`config.mk`:
```
export PLATFORM = sky130hd
export DESIGN_NAME = cache_fill_fsm
export DESIGN_NICKNAME = d
export VERILOG_FILES = /design/src/rtl/cache_fill_fsm.sv
export SDC_FILE = /design/constraint.sdc
export NUM_CORES = 1
export LEC_CHECK = 0
export BUFFER_PORTS_ARGS = -buffer_cell sky130_fd_sc_hd__buf_2
export CORE_MARGIN = 10
export CORE_UTILIZATION = 45
export CTS_CLUSTER_SIZE = 25
export DETAILED_ROUTE_END_ITERATION = 8
export PLACE_DENSITY = 0.82
export SLEW_MARGIN = 20
export SYNTH_ARGS = -nofsm -noshare
export SYNTH_HDL_FRONTEND = slang
export SYNTH_SLANG_ARGS = --single-unit
```
`constraint.sdc`:
```
create_clock -name clk -period 1.8 [get_ports clk]
set_input_delay 0.36 -clock clk [delete_from_list [all_inputs] [get_ports clk]]
set_output_delay 0.36 -clock clk [all_outputs]
set_load 0.005 [all_outputs]
```
`src/rtl/cache_fill_fsm.sv`:
```
// Cache miss fill requester: fetches one aligned block back-to-back, installs each returned word, then tags it.
// Define FILL_MISS_COUNT_EN to add the miss_count output (count of fills started, wraps at 16 bits).
module cache_fill_fsm #(
   parameter int BLOCK_WORDS = 8,
   parameter int ADDR_WIDTH  = 16
) (
   input  logic                  clk,
   input  logic                  rst,
   input  logic                  miss_detected,
   input  logic [ADDR_WIDTH-1:0] miss_address,
   input  logic                  memory_data_valid,
   input  logic [15:0]           memory_data,
   output logic                  memory_enable,
   output logic [ADDR_WIDTH-1:0] memory_address,
   output logic                  fsm_busy,
   output logic                  write_data_array,
   output logic                  write_tag_array,
   output logic [ADDR_WIDTH-1:0] cache_word_addr,
`ifdef FILL_MISS_COUNT_EN
   output logic [15:0]           miss_count,
`endif
   output logic [15:0]           cache_word_data
);
   localparam int CW = $clog2(BLOCK_WORDS) + 1;
   localparam logic [CW-1:0]         CNT_END  = CW'(BLOCK_WORDS);
   localparam logic [CW-1:0]         CNT_LAST = CW'(BLOCK_WORDS - 1);
   localparam logic [CW-1:0]         CNT_ONE  = CW'(1);
   localparam logic [ADDR_WIDTH-1:0] OFS_MASK = ADDR_WIDTH'(2 * BLOCK_WORDS - 1);

   typedef enum logic {IDLE, FILL} state_t;

   state_t                state_q, state_d;
   logic [ADDR_WIDTH-1:0] base_q, base_d;
   logic [CW-1:0]         req_cnt_q, req_cnt_d;
   logic [CW-1:0]         rcv_cnt_q, rcv_cnt_d;
   logic                  req_vld;

   always_ff @(posedge clk) begin
      if (rst) begin
         state_q   <= IDLE;
         base_q    <= '0;
         req_cnt_q <= '0;
         rcv_cnt_q <= '0;
      end else begin
         state_q   <= state_d;
         base_q    <= base_d;
         req_cnt_q <= req_cnt_d;
         rcv_cnt_q <= rcv_cnt_d;
      end
   end

   always_comb begin
      state_d          = state_q;
      base_d           = base_q;
      req_cnt_d        = req_cnt_q;
      rcv_cnt_d        = rcv_cnt_q;
      req_vld          = 1'b0;
      memory_enable    = 1'b0;
      memory_address   = '0;
      fsm_busy         = 1'b0;
      write_data_array = 1'b0;
      write_tag_array  = 1'b0;
      cache_word_addr  = '0;
      case (state_q)
         IDLE: begin
            if (miss_detected) begin
               base_d    = miss_address & ~OFS_MASK;
               req_cnt_d = '0;
               rcv_cnt_d = '0;
               state_d   = FILL;
            end
         end
         FILL: begin
            fsm_busy         = 1'b1;
            req_vld          = (req_cnt_q < CNT_END);
            memory_enable    = req_vld;
            // base is block-aligned, so the word offset never carries out of the block
            memory_address   = base_q + (ADDR_WIDTH'(req_cnt_q) << 1);
            cache_word_addr  = base_q + (ADDR_WIDTH'(rcv_cnt_q) << 1);
            write_data_array = memory_data_valid;
            if (req_vld) begin
               req_cnt_d = req_cnt_q + CNT_ONE;
            end
            if (memory_data_valid) begin
               rcv_cnt_d = rcv_cnt_q + CNT_ONE;
               if (rcv_cnt_q == CNT_LAST) begin
                  write_tag_array = 1'b1;
                  state_d         = IDLE;
               end
            end
         end
         default: state_d = IDLE;
      endcase
   end

   assign cache_word_data = memory_data;

`ifdef FILL_MISS_COUNT_EN
   logic [15:0] miss_count_q;

   always_ff @(posedge clk) begin
      if (rst) begin
         miss_count_q <= '0;
      end else if (state_q == IDLE && state_d == FILL) begin
         miss_count_q <= miss_count_q + 16'd1;
      end
   end

   assign miss_count = miss_count_q;
`endif

endmodule
```
==> results.py, run 1 <==
metrics = {
    "outcome": {
        "failed_checks": "negative setup slack",
        "status": "complete, but fails checks",
    },
    "cells_and_area": {
        "drive_gt1_share_pct": 42.9,
        "regArea_um2": 442,
        "fill_cells": 316,
        "stdcell_count": 314,
        "nets": 311,
        "area_delta_synth_final_pct": 33.8,
        "fin_util_pct": 63.3,
        "multi_input_area_mm2": 0.00109,
        "insertedDiodeCount": 0,
    },
    "yosys": {
        "syn_area_mm2": 0.00160,
        "syn_avg_cell_area_um2": 7.39,
        "synth_seq_area_share_pct": 26.2,
        "yosysTopAreaCellShare_pct": 26.2,
        "ys_async_sr_fraction_pct": 0,
        "synth.most_common_cell": "nand2_1",
        "synth_top_cell_by_area": "dfxtp_1",
        "ys_top_cells_by_count": "nand2_1, a21oi_1, buf_4",
        "synth-edff-count": 0,
        "netlist_instances": 217,
        "synth_ff_type": "dfxtp_1",
        "synth_cell_type_count": 34,
        "synth_warnings": 0,
        "ys_ff_latch": 21,
        "netlist_top_cells_area": "dfxtp_1, buf_4, a21oi_1",
    },
    "sta": {
        "period_minus_slack_ns": 2.14,
        "worst_slack_ns": -0.340,
        "finalHoldViolCount": 0,
        "finalCritPeriodShare_pct": 119,
        "rsz0062_at_grt": "yes",
        "drv_slew": 0,
        "max_freq_ghz": 0.467,
        "setup_viol": 20,
        "finClkSkew_ns": 0.00735,
        "fin_setup_tns_ns": -3.83,
    },
    "clock_tree": {
        "htree_num_levels": 1,
        "cts_root_buf": "clkbuf_4",
        "numCtsBuffers": 3,
        "cts_num_sinks": 21,
        "clock_latency_ns": 0.30,
        "cts.hold.buffers_added": 0,
        "cts_tree": "built",
        "cts.clk_slew.worst_paths_ns": 0.12,
        "clock_path_buffers": 2,
    },
    "die": {
        "dieArea_mm2": 0.00635,
        "start_util_pct": 47.3,
        "core_area_mm2": 0.00339,
        "dieWidth_um": 79.7,
        "ios": 88,
        "row_count": 21,
        "die_h_um": 79.7,
    },
    "route": {
        "wl_mm": 4.30,
        "vias": 1590,
        "via_per_inst": 5.06,
        "drt_pre_antenna_iters": 4,
        "drc": 0,
        "ant_nets": 0,
        "routedWlPerCell_um": 13.7,
        "initialDrtViolationCount": 65,
    },
    "hold_path": {
        "holdCritPathClass": "in2reg",
    },
    "global_routing": {
        "grt.overflow.total": 0,
        "antenna_found_initial": 0,
        "grt_pass1_vias": 1563,
        "grt_usage_pct": 12.7,
        "grt_pass1_wl_mm": 6.90,
        "grt_max_degree": 22,
    },
    "critical_path": {
        "rrSetupSlack_ns": 0.51,
        "worst_path_dominant_cell_family": "simple AND/OR/NAND/NOR gates",
        "path_buf_inv": 2,
        "cp-end-kind": "output port",
        "cp_cell_sequence": "buf_6 -> ha_4 -> nand3_4 -> or4_1 -> a21oi_1 -> buf_2",
        "crit_fanout": 4,
        "cp-start-kind": "register",
        "crit_arrival_ns": 1.78,
        "slowest_delay_ns": 0.47,
        "cp_slowest_cell": "or4_1",
        "worstSetupPathType": "reg2out",
        "cp.required_ns": 1.44,
    },
    "placement": {
        "pre_cts_slack_ns": -0.111,
        "post-dp-hpwl_mm": 3.08,
        "io_buffer_count": 49,
        "gp_congestion": 0.829,
        "dp_cells": 302,
    },
    "power_and_ir_drop": {
        "p_per_area_mw_per_mm2": 438,
        "peakVddDrop_mv": 0.457,
        "power_mw": 0.939,
        "cellLeakagePower_nw": 0.975,
    },
    "run": {
        "drv_cap": 0,
    },
}
through the flow:
stage                     hold WS [ns]  cell area (um^2)
after global placement           0.466              1850
final                            0.283              2150
after detailed placement         0.474              1850
after global routing             0.285              2150
after CTS                        0.272              2070
after floorplan                  0.439              1610
what timing repair did:
action / CTS / global route
setup buffers: 5 / 5
resized for setup: 36 / 16
setup endpoints to repair: 21 / 22
pin swaps: 18 / 7
kinds of logic (layout without fill, tap and decap cells):
| group | after synthesis | in the layout | share of synthesized area [%] |
|---|---|---|---|
| xor+xnor | 8 | 8 | 4.37 |
| other cells | 1 | 2 | 0.234 |
| flops | 21 | 21 | 26.2 |
| compound gates | 37 | 37 | 12.0 |
| mux | 7 | 7 | 4.37 |
| fa+ha+maj | 6 | 6 | 4.68 |
| buf+inv | 39 | 89 | 15.7 |
| simple gates | 98 | 98 | 32.4 |
per-layer routing:
layer	part of all wire (%)	wire length (um)	up-vias	GRT usage, %
li1	-	-	819	-
met5	0	0	-	0
met4	1.1	46	0	3.58
met1	41	1760	713	14.0
met3	7.9	338	10	3.72
met2	50	2150	48	22.9
placed cells by master, fill, tap and decap left out, types with 2 or more instances in the layout:
master	netlist	layout
buf_2	5	49
nand2_1	35	34
a21oi_1	27	26
buf_4	24	22
dfxtp_1	21	10
nor2_1	9	9
and2_1	9	9
buf_6	1	9
dfxtp_2	0	8
mux2i_1	7	7
or3_1	7	7
nand2b_1	6	6
nand3_1	9	6
o21ai_0	7	6
xor2_1	6	6
inv_1	5	5
nand4_1	4	4
ha_4	0	4
nor3_4	0	3
nor3_1	7	3
dfxtp_4	0	3
clkbuf_4	0	3
nand3_4	1	2
nand3_2	0	2
nand4b_1	2	2
ha_1	6	2
conb_1	1	2
state kept, by name, indices dropped and copies added, names as in the netlist:
register and cells:
base_q 12, rcv_cnt_q 4, req_cnt_q 4, state_q 1
power breakdown:
| part | leakage (nW) | switching [mW] | internal [mW] | total (mW) |
|---|---|---|---|---|
| Clock | 0.0150 | 0.138 | 0.0861 | 0.224 |
| Sequential | 0.177 | 0.0309 | 0.486 | 0.517 |
| Combinational | 0.783 | 0.108 | 0.0912 | 0.199 |
worst min-delay path, delay by kind of cell:
family / cells / cell delay [ns]
buffers and inverters: 1 / 0.09
AND/OR/NAND/NOR: 1 / 0.04
AO/OA/AOI/OAI: 1 / 0.05
final timing paths:
path | startpoint | to | cells past startpoint
max | base_q[4] | cache_word_addr[12] | 6
min | miss_address[4] | base_q[4] | 3
max reg2reg | state_q | base_q[5] | 4
min reg2reg | base_q[15] | base_q[15] | 2
final cells by class:
class | instances | area share (%)
Clock buffer | 4 | 1.22
Inverter | 5 | 0.875
Tap cell | 46 | 2.68
Multi-Input combinational cell | 158 | 50.8
Timing Repair Buffer | 80 | 23.8
Sequential cell | 21 | 20.6
Power figures use the tool's default switching activity.
==> run 2, diff against run 1 <==
SKIP_CTS_REPAIR_TIMING = 1   (was default)
==> run 2 against run 1 <==
  * Largest power group unchanged
  * Die area unchanged
  * The flow still finishes with violations (negative setup slack)
  * Critical path depth unchanged
  * Global-route usage shrank 0.58 points
==> results.py, run 2 (same netlist as run 1, synthesis figures left out) <==
metrics = {
    "cells_and_area": {
        "multi_input_area_mm2": 0.00104,
        "largest-register": "base_q",
        "layout_common_cells": "buf_2, nand2_1, a21oi_1, buf_4",
        "design_area_mm2": 0.00204,
        "largest_reg_flops": 12,
        "area_delta_synth_final_pct": 27.3,
        "regArea_um2": 445,
        "stdcell_count": 309,
        "insertedDiodeCount": 0,
        "drive_gt1_share_pct": 41.1,
        "nets": 306,
        "fill_cells": 323,
        "mostFrequentLayoutCell": "buf_2",
        "largestRegisters": "base_q (12), rcv_cnt_q (4), req_cnt_q (4)",
    },
    "global_routing": {
        "grt_pass1_wl_mm": 6.57,
        "grt.overflow.total": 0,
        "antenna_found_initial": 0,
        "grt_max_degree": 22,
        "grt_pass1_vias": 1509,
        "grt_usage_pct": 12.1,
    },
    "critical_path": {
        "crit_fanout": 4,
        "r2r-end": "base_q[5]",
        "rrSetupSlack_ns": 0.51,
        "cp-startpoint": "base_q[4]",
        "r2r.worst_path.cells": 4,
        "cp_slowest_cell": "or3_4",
        "path_buf_inv": 1,
        "cp-end-kind": "output port",
        "worstSetupPathType": "reg2out",
        "r2r-start": "state_q",
        "critPathCapture": "memory_address[10]",
        "cp-start-kind": "register",
        "cpMostUsedCell": "ha_4",
        "cp.required_ns": 1.44,
        "worst_path_dominant_cell_family": "simple AND/OR/NAND/NOR gates",
        "slowest_delay_ns": 0.41,
        "crit_cells": 6,
        "cp_cell_sequence": "ha_4 -> ha_4 -> nand4_1 -> or3_4 -> a21oi_2 -> buf_2",
        "crit_arrival_ns": 1.80,
    },
    "sta": {
        "rsz0062_at_grt": "yes",
        "setup_viol": 19,
        "finalCritPeriodShare_pct": 120,
        "finClkSkew_ns": 0.00622,
        "max_freq_ghz": 0.464,
        "drv_slew": 0,
        "worst_slack_ns": -0.356,
        "finalHoldViolCount": 0,
        "period_minus_slack_ns": 2.16,
    },
    "placement": {
        "dp_cells": 302,
        "placed_cell_area_mm2": 0.00185,
        "post-dp-hpwl_mm": 3.08,
        "gp_congestion": 0.829,
        "io_buffer_count": 49,
    },
    "outcome": {
        "status": "complete, but fails checks",
        "failed_checks": "negative setup slack",
    },
    "route": {
        "drc": 0,
        "routedWlPerCell_um": 13.2,
        "wl_mm": 4.09,
        "vias": 1566,
        "ant_nets": 0,
        "via_per_inst": 5.07,
        "initialDrtViolationCount": 43,
        "drt_pre_antenna_iters": 4,
    },
    "power_and_ir_drop": {
        "power_mw": 0.927,
        "peakVddDrop_mv": 0.471,
        "p_per_area_mw_per_mm2": 454,
        "cellLeakagePower_nw": 0.876,
    },
    "die": {
        "start_util_pct": 47.3,
        "core_area_mm2": 0.00339,
        "die_h_um": 79.7,
        "ios": 88,
        "dieWidth_um": 79.7,
        "row_count": 21,
        "dieArea_mm2": 0.00635,
    },
    "clock_tree": {
        "clock_latency_ns": 0.30,
        "cts_tree": "built",
        "numCtsBuffers": 3,
        "htree_num_levels": 1,
        "cts_num_sinks": 21,
        "clock_path_buffers": 2,
        "cts_root_buf": "clkbuf_4",
        "cts.clk_slew.worst_paths_ns": 0.12,
    },
    "hold_path": {
        "holdCritPathClass": "in2reg",
    },
    "run": {
        "drv_cap": 0,
    },
}
-- run 2: cell types whose count changed in the layout (fill, tap and decap cells not counted), sizes merged --
| cell | delta |
|---|---|
| buf | -5 |
-- run 2: cell type report --
class	instances	area share, %
inverter	5	0.919
multi-input combinational	158	51.0
clock buffer	4	1.29
sequential	21	21.8
timing repair buffer	75	22.1
tap	46	2.82
-- run 2: worst min path at each step --
stage / start / end / depth (start not counted)
detailed placement: base_q[15] / base_q[15] / 2
global placement: base_q[15] / base_q[15] / 2
finish: miss_address[4] / base_q[4] / 3
CTS: miss_address[4] / base_q[4] / 3
floorplan: rst / state_q / 1
global route: miss_address[6] / base_q[6] / 3
-- run 2: power by group --
part,switching (mW),total [mW],internal [mW]
combinational,0.103,0.187,0.0842
sequential,0.0303,0.515,0.485
clock,0.139,0.225,0.0862
-- run 2: metal layers --
layer | wire, um | share of wire [%] | vias up | GRT usage, %
li1 | - | - | 808 | -
met1 | 1760 | 43 | 708 | 13.5
met2 | 1990 | 49 | 42 | 21.5
met3 | 317 | 7.7 | 8 | 3.72
met4 | 31 | 0.76 | 0 | 3.58
met5 | 0 | 0 | - | 0
-- run 2: worst register-to-register path, delay by kind of cell (launching register included) --
| kind | cells | cell delay (ns) |
|---|---|---|
| flip-flops | 1 | 0.42 |
| AND/OR/NAND/NOR | 2 | 0.42 |
| buffers and inverters | 1 | 0.23 |
| AO/OA/AOI/OAI | 1 | 0.16 |
-- run 2: metrics by stage --
step           hold slack, ns  setup WS (ns)  setup TNS, ns  utilization, %
2_1_floorplan           0.439         0.0525              0               -
4_1_cts                 0.280         -0.461          -5.52            55.4
6_report                0.282         -0.356          -3.61            60.2
5_1_grt                 0.282         -0.481          -5.66            60.2
3_5_place_dp            0.474         -0.111         -0.275            54.6
3_3_place_gp            0.466        -0.0902         -0.186            54.6
